`src/rtl/acc_core_sequencer.sv`:
```
// Fetch/execute sequencer for the 8-bit accumulator core: drives the program
// address, latches the instruction and issues registered one-cycle execute strobes.
module acc_core_sequencer #(
  parameter int unsigned CNT_W    = 16,
  parameter int unsigned WAIT_MAX = 63
) (
  input  logic             clk,
  input  logic             rstn,
  input  logic             run,
  input  logic             clear,
  input  logic             pause,
  input  logic [7:0]       instr,
  input  logic             cb,
  input  logic             alu_done,
  output logic [3:0]       pc,
  output logic [7:0]       ir,
  output logic             alu_go,
  output logic             acc_ld,
  output logic             rf_we,
  output logic             halted,
  output logic             err_timeout,
  output logic             err_illegal,
  output logic [CNT_W-1:0] retired,
  output logic [2:0]       state
);
  localparam int unsigned WCNT_W = 8;
  localparam logic [WCNT_W-1:0] WAIT_LAST = WCNT_W'(WAIT_MAX - 1);

  typedef enum logic [2:0] {
    S_IDLE  = 3'd0,
    S_FETCH = 3'd1,
    S_EXEC  = 3'd2,
    S_WAIT  = 3'd3,
    S_HALT  = 3'd4
  } state_t;

  state_t            st;
  logic [WCNT_W-1:0] wcnt;
  logic [3:0]        op_hi;
  logic              dec_nop, dec_hlt, dec_ill, dec_br, dec_ret;
  logic              dec_acc, dec_rf, dec_mul, dec_alu;

  assign state = st;
  assign op_hi = ir[7:4];

  // Opcode decode of the latched instruction
  always_comb begin
    dec_nop = (ir == 8'h00);
    dec_hlt = (ir == 8'hFF);
    dec_ill = ((op_hi == 4'h0) && ir[3]) || ((op_hi >= 4'hC) && !dec_hlt);
    dec_br  = (op_hi == 4'h8);
    dec_acc = (op_hi == 4'h9);
    dec_rf  = (op_hi == 4'hA);
    dec_ret = (op_hi == 4'hB);
    dec_mul = (op_hi == 4'h3) || (op_hi == 4'h4);
    dec_alu = (op_hi <= 4'h7) && !dec_nop && !dec_ill;
  end

  always_ff @(posedge clk or negedge rstn) begin
    if (!rstn) begin
      st          <= S_IDLE;
      pc          <= 4'd0;
      ir          <= 8'd0;
      alu_go      <= 1'b0;
      acc_ld      <= 1'b0;
      rf_we       <= 1'b0;
      halted      <= 1'b0;
      err_timeout <= 1'b0;
      err_illegal <= 1'b0;
      retired     <= '0;
      wcnt        <= '0;
    end else begin
      alu_go <= 1'b0;
      acc_ld <= 1'b0;
      rf_we  <= 1'b0;
      if (clear) begin
        st          <= S_IDLE;
        pc          <= 4'd0;
        halted      <= 1'b0;
        err_timeout <= 1'b0;
        err_illegal <= 1'b0;
        retired     <= '0;
        wcnt        <= '0;
      end else if (!pause) begin
        case (st)
          S_IDLE: begin
            pc <= 4'd0;
            if (run) st <= S_FETCH;
          end
          S_FETCH: begin
            ir <= instr;
            pc <= pc + 4'd1;
            st <= S_EXEC;
          end
          S_EXEC: begin
            alu_go <= dec_alu;
            acc_ld <= dec_acc;
            rf_we  <= dec_rf;
            if ((dec_br && cb) || dec_ret) pc <= ir[3:0];
            if (dec_ill) err_illegal <= 1'b1;
            if (dec_mul) begin
              st   <= S_WAIT;
              wcnt <= '0;
            end else begin
              retired <= retired + CNT_W'(1);
              if (dec_hlt) begin
                st     <= S_HALT;
                halted <= 1'b1;
              end else begin
                st <= S_FETCH;
              end
            end
          end
          S_WAIT: begin
            // A completion arriving on the last allowed cycle still wins
            if (alu_done) begin
              retired <= retired + CNT_W'(1);
              st      <= S_FETCH;
            end else begin
              wcnt <= wcnt + WCNT_W'(1);
              if (wcnt == WAIT_LAST) begin
                err_timeout <= 1'b1;
                halted      <= 1'b1;
                st          <= S_HALT;
              end
            end
          end
          S_HALT: halted <= 1'b1;
          default: st <= S_IDLE;
        endcase
      end
    end
  end
endmodule

```
`config.mk`:
```
export PLATFORM = sky130hd
export DESIGN_NAME = acc_core_sequencer
export DESIGN_NICKNAME = d
export VERILOG_FILES = /design/src/rtl/acc_core_sequencer.sv
export SDC_FILE = /design/constraint.sdc
export NUM_CORES = 1
export LEC_CHECK = 0
export ABC_AREA = 1
export BUFFER_PORTS_ARGS = -buffer_cell sky130_fd_sc_hd__buf_4
export CORE_MARGIN = 8
export CORE_UTILIZATION = 45
export DETAILED_ROUTE_END_ITERATION = 16
export PLACE_DENSITY = 0.67
export SKIP_LAST_GASP = 1
export SYNTH_ARGS = -nofsm -noshare
export SYNTH_HDL_FRONTEND = slang
export SYNTH_SLANG_ARGS = --single-unit
export TNS_END_PERCENT = 30
```
`constraint.sdc`:
```
create_clock -name clk -period 2 [get_ports clk]
set_clock_uncertainty 0.2 [all_clocks]
set_input_delay 0.4 -clock clk [delete_from_list [all_inputs] [get_ports clk]]
set_output_delay 0.4 -clock clk [all_outputs]
set_load 0.01 [all_outputs]
```
# == Yosys cells after proc, flatten, opt, wreduce, memory -nomap -nowiden ==
# Cells that the tools add are included.
# word_totals
register_bits,45
input_bits,15
output_inout_bits,37
# classes
n_addsub,3
order_cmp,2
eq_ne,24
mux,45
bitwise_logic,2
reduce_logical,29
# ops
operator,n
$mux W16,4
$mux W8,4
$pmux W16 S2,1
$ne A3 B3 Y1 const B,8
$mux W1,22
$mux W3,7
$add A16 B1 Y16 const B,1
$eq A4 B4 Y1 const B,4
$pmux W8 S2,1
$reduce_and A4 Y1,4
$pmux W3 S5,1
$mux W4,3
$pmux W4 S3,1
$reduce_and A3 Y1,3
$add A8 B1 Y8 const B,1
$eq A8 B6 Y1 const B,1
$eq A8 B8 Y1 const B,1
$logic_not A8 Y1,1
$reduce_bool A2 Y1,4
$reduce_bool A4 Y1,2
$eq A3 B2 Y1 const B,2
$ne A2 B2 Y1 const B,3
$reduce_and A6 Y1,1
$logic_and A1 B1 Y1,5
15 further kinds,20

# == Longest topological paths before layout ==
# logic_depth
ltp_word,9
ltp_mapped,10
depth_no_buf,10

# == Worst setup path before layout ==
# Ideal clock, no wire load.
# synth_timing
path_kind,register -> register
from,register retired[0]
to,register retired[4]
setup_ns,0.121
arrival_time_ns,1.253
t_required_ns,1.679
setup_slack_ns,0.426
stages_incl_launch_ff,7
n_path_buf,0
period_less_slack_ns,1.574
cell_sequence,dfrtp_1 ha_1 nand2_1 nor2_1 or2_2 nand3_1 o21ai_1
# synth_between
elab_chain_len,5
elab_cells_between_ends,6
classes_between,add/sub: 1; mux: 5
# synth_rtl
element,line_no,rtl
from (decl),23,"output logic [CNT_W-1:0] retired,"
from (signal assigned),105,retired <= retired + CNT_W'(1);
from (signal assigned),117,retired <= retired + CNT_W'(1);
$add A16 B1 Y16 (*),"105, 117",
$mux W16 (on tied branches),"116, 101",
$pmux W16 S2 (*),85,case (st)
$mux W16 (*),84,end else if (!pause) begin
$mux W16 (*),76,if (clear) begin
# Mark *: on every way between the ends. The rest lies on a longest branch, timed or not. The select of a mux whose other input is x is not followed.
# A chain may end at the register's enable or synchronous reset.

# == Final worst setup path ==
# layout_timing
from,"register st[2], in the netlist state[2]"
to,"register st[2], in the netlist state[2]"
# layout_between
elab_chain_len,4
elab_cells_between_ends,12
classes_between,eq/ne: 7; mux: 3; reduce/logical: 2
# layout_rtl
element,line_no,rtl
from (decl),37,state_t st;
from (signal assigned),61,st <= S_IDLE;
from (signal assigned),77,st <= S_IDLE;
from (signal assigned),88,if (run) st <= S_FETCH;
"$eq A3 B3 Y1, or another cell as far along",85,
$pmux W3 S5,85,
$mux W3,84,
$mux W3,76,
# Several ways; a longest one is shown, not always the timed one. The select of a mux whose other input is x is not followed.

==> flow_results.org <==
** Clocking
- No sink is reached through more buffers than the 2 on the longest clock path.
- Skew-Pair Late Insertion Delay :: 290 ps
- Clock slew at the register clock pins of the worst setup and hold paths :: 90 ps
- Clock Sink Count :: 45
- Number of levels in the clock H-tree :: 2
- Root buf cell :: sky130_fd_sc_hd__clkbuf_8
- Clock tree synthesis inserted a total of 5 buffers.
- TritonCTS built the clock tree.
- Number of gates resized after cts :: 0

** Synth
- Gate count after technology mapping :: 372
- Post-Synthesis Mean Instance Area :: 7.225 um2
- Synth top area cells :: sky130_fd_sc_hd__dfrtp_1 (42%), sky130_fd_sc_hd__nand2_1 (16%), sky130_fd_sc_hd__nand3_1 (6.1%)
- Cell Area, Synth :: 2688 um2
- Yosys Warn Count :: 0
- Cell taking the most area after synthesis :: sky130_fd_sc_hd__dfrtp_1
- Post-Syn Nets :: 391
- Register bit count reported by yosys :: 45
- In this run the biggest area consumer among cell types represents 41.90% of the synthesized area.
- Fraction of the yosys area taken by sequential cells :: 41.90%
- Yosys mapped the design onto 33 distinct sky130hd cell types.

** Flow run
- The tool flagged a number of max-cap violations equal to 0.

** Layout
- Count of filler cells inserted in the layout :: 567
- Of the cells placed in the final design, the portion with a size suffix greater than 1 is 18.27%.
- Registers take 1126 um2.
- Non-filler instance count after layout :: 502
- Diodes inserted :: 0
- Post-layout nets :: 445
- Area growth, synth to finish :: 20.16%
- Multi-input logic area :: 1341 um2

** Timing
- Pins over their slew limit :: 0
- Setup violations remaining at the end of the flow were counted as 0.
- Share of the cycle needed by the critical path after routing :: 85.01%
- Final-layout setup total negative slack :: 0 ps
- Final Critical Period :: 1700 ps
- For the pin with the worst max-slew slack, the measured transition is 576.0 ps.
- The number of failing hold endpoints at the final stage was 0.
- Based on the critical path, the design can be clocked at up to 588.2 MHz.
- Relative slew slack :: 61.60%
- Setup repair after global routing left no endpoint under its margin.

** Floorplanning
- Vert. Die Dim :: 93.28 um
- The floorplan step defined a core boundary enclosing 5851 um2.
- Die X-Extent :: 93.28 um
- Once the floorplan was initialized, standard cells occupied 45.94% of the core.
- DIE AREA :: 8701 um2
- IO Pins :: 52
- The floorplan has 28 rows.

** Route
- Via Count :: 2561
- For this block, the initial DRC count from the detailed router was 128.
- First-pass DRT Iterations :: 4
- The final layout contains routed wiring with a total length of 6714 um.
- In this run the remaining antenna-violating nets after routing total 0.
- Routed length per placed instance :: 13.37 um
- Using the TritonRoute via totals, the vias-per-cell ratio works out to 5.102.
- In the routed design, unresolved DRC markers number 0.

** Place
- Routability-driven placement finished with a final weighted congestion of 0.8864.
- Post-detailed-placement half-perimeter wirelength :: 5041 um
- Quantity of I/O buffers inserted on ports :: 51
- After detailed placement, the design holds a cell count of 493.

** Critical path
- The critical path in this run is classified as reg2reg.
- In this run the worst setup path begins at state[2]$_DFFE_PN0P_.
- The slowest stage of the critical path belongs to the cell sky130_fd_sc_hd__dfrtp_1.
- In this run the worst path has a maximum fanout of 5.
- Traced cell by cell, the critical path runs through inv_1 -> nand3_2 -> nor2_2 -> nand2_1 -> o21bai_1 -> o21ai_0.
- STA puts the critical path data arrival time at 1670 ps.
- Delay of the slowest cell on the worst path :: 430 ps
- Required time of the worst setup path :: 1970 ps
- The worst setup path is captured at a register.
- The startpoint identified for the worst register-to-register timing path is state[2]$_DFFE_PN0P_.
- The worst setup path is launched from a register.

** Worst hold path
- The tightest min-delay check is of the in2reg type.
- The startpoint identified for the worst hold timing path is instr[1].

** Run status
- Run status :: finished clean

** Global routing
- Global routing used 16.02% of the available tracks.
- The first global-routing pass estimated 11450 um of wire.
- Maximum number of pins on one net before global-route repair :: 46
- The via count of the first global-routing pass came to 2535.
- The number of antenna violations at the first check in global routing came to 0.
- Total global routing overflow :: 0

** Pwr
- Power spread over the standard cell area amounts to 888.0 nW/um2.
- For this design the static power due to leakage is 1.547 nW.
- VDD sags by at most 0.4989 mV.
-- critical path: cells and delay by family, from the launching register on --
| kind | cells | cell delay [ps] |
|---|---|---|
| AO/OA/AOI/OAI | 2 | 390 |
| buffers and inverters | 1 | 170 |
| AND/OR/NAND/NOR | 3 | 380 |
| flip-flops | 1 | 430 |
-- registers in the layout, summed over array words and instances, names as in the netlist --
| register | flops |
|---|---|
| acc_ld | 1 |
| alu_go | 1 |
| err_illegal | 1 |
| err_timeout | 1 |
| halted | 1 |
| ir | 8 |
| pc | 4 |
| retired | 16 |
| rf_we | 1 |
| state | 3 |
| wcnt | 8 |
-- cell families (layout without fill, tap and decap cells) --
| family | count (synthesis) | in the layout | share of synthesized area, % |
|---|---|---|---|
| xor gates and xnor gates | 3 | 3 | 0.9778 |
| adders and majority gates | 4 | 4 | 1.862 |
| buffers and inverters | 49 | 104 | 8.193 |
| and+or+nand+nor | 211 | 211 | 34.73 |
| DFF | 45 | 45 | 41.90 |
| AOI/OAI and AO/OA | 60 | 60 | 12.34 |
-- cells in the final DEF, fill, tap and decap left out, types with 3 or more instances in the layout --
| master | count |
|---|---|
| sky130_fd_sc_hd__a21oi_1 | 11 |
| sky130_fd_sc_hd__buf_4 | 54 |
| sky130_fd_sc_hd__clkbuf_8 | 5 |
| sky130_fd_sc_hd__dfrtp_1 | 45 |
| sky130_fd_sc_hd__ha_1 | 4 |
| sky130_fd_sc_hd__inv_1 | 37 |
| sky130_fd_sc_hd__inv_2 | 3 |
| sky130_fd_sc_hd__nand2_1 | 112 |
| sky130_fd_sc_hd__nand3_1 | 33 |
| sky130_fd_sc_hd__nand4_1 | 12 |
| sky130_fd_sc_hd__nor2_1 | 39 |
| sky130_fd_sc_hd__o21ai_0 | 17 |
| sky130_fd_sc_hd__o21ai_1 | 19 |
| sky130_fd_sc_hd__o21bai_1 | 5 |
| sky130_fd_sc_hd__or2_2 | 4 |
-- power by group --
part           leakage (nW)  internal [W]  switching, W
registers             0.597       0.00106      0.000187
clock network        0.0450      0.000243      0.000310
logic                 0.905      0.000437      0.000635
total                  1.55       0.00174       0.00113
-- repair_timing --
| action | in CTS | in global routing |
|---|---|---|
| endpoints found under the setup margin | 0 | 0 |
| hold buffers | 1 | 0 |
| setup buffers | 0 | 0 |
| hold endpoints to repair | 45 | 0 |
-- layer usage --
layer | GRT usage (%) | vias up | share of wire (%)
met5 | 0 | - | 0
met1 | 19.07 | 1179 | 47
li1 | - | 1325 | -
met4 | 4.430 | 0 | 0.69
met2 | 27.61 | 53 | 48
met3 | 4.247 | 4 | 4.7
-- per-stage QoR --
step,utilization [%],worst slack [ps],hold slack (ps),area [um2],total power (W)
after floorplan,-,426.2,-95.59,2688,0.001883
after global placement,53.61,323.8,245.5,3137,0.002321
after detailed placement,53.61,315.4,245.3,3137,0.002334
after CTS,55.20,296.1,136.2,3229,0.002902
after global routing,55.20,91.87,141.6,3229,0.003068
final,55.20,299.9,142.2,3229,0.002868
-- Yosys cell counts, drive strengths merged --
master,number
nor3,2
ha,4
clkbuf,1
inv,40
xor2,1
o21bai,5
o22ai,2
nand2,113
o21ai,37
o211ai,1
a21o,1
buf,8
a21oi,12
dfrtp,45
or2,4
a31oi,1
nor2,41
xnor2,2
nor4,2
nand3,37
o21a,1
nand4,12
-- path summary, 6_finish.rpt --
check                                          end  slack (ps)  cells after the start
setup / recovery              state[2]$_DFFE_PN0P_         300                      6
hold reg to reg            err_timeout$_DFFE_PN0P_         300                      1
min in group asynchronous  retired[11]$_DFFE_PN0P_         430                      2
hold / removal                   ir[1]$_DFFE_PN0P_         140                      3
max in group asynchronous   retired[6]$_DFFE_PN0P_         770                      2
setup reg to reg              state[2]$_DFFE_PN0P_         300                      6
-- final cells by class --
type / count / area share (%)
Tap cell: 75 / 2.906
Timing Repair Buffer: 56 / 13.48
Clock inverter: 2 / 0.3100
Clock buffer: 6 / 2.247
Sequential cell: 45 / 34.87
Multi-Input combinational cell: 278 / 41.53
Inverter: 40 / 4.649
(Power assumes the default switching activity.)
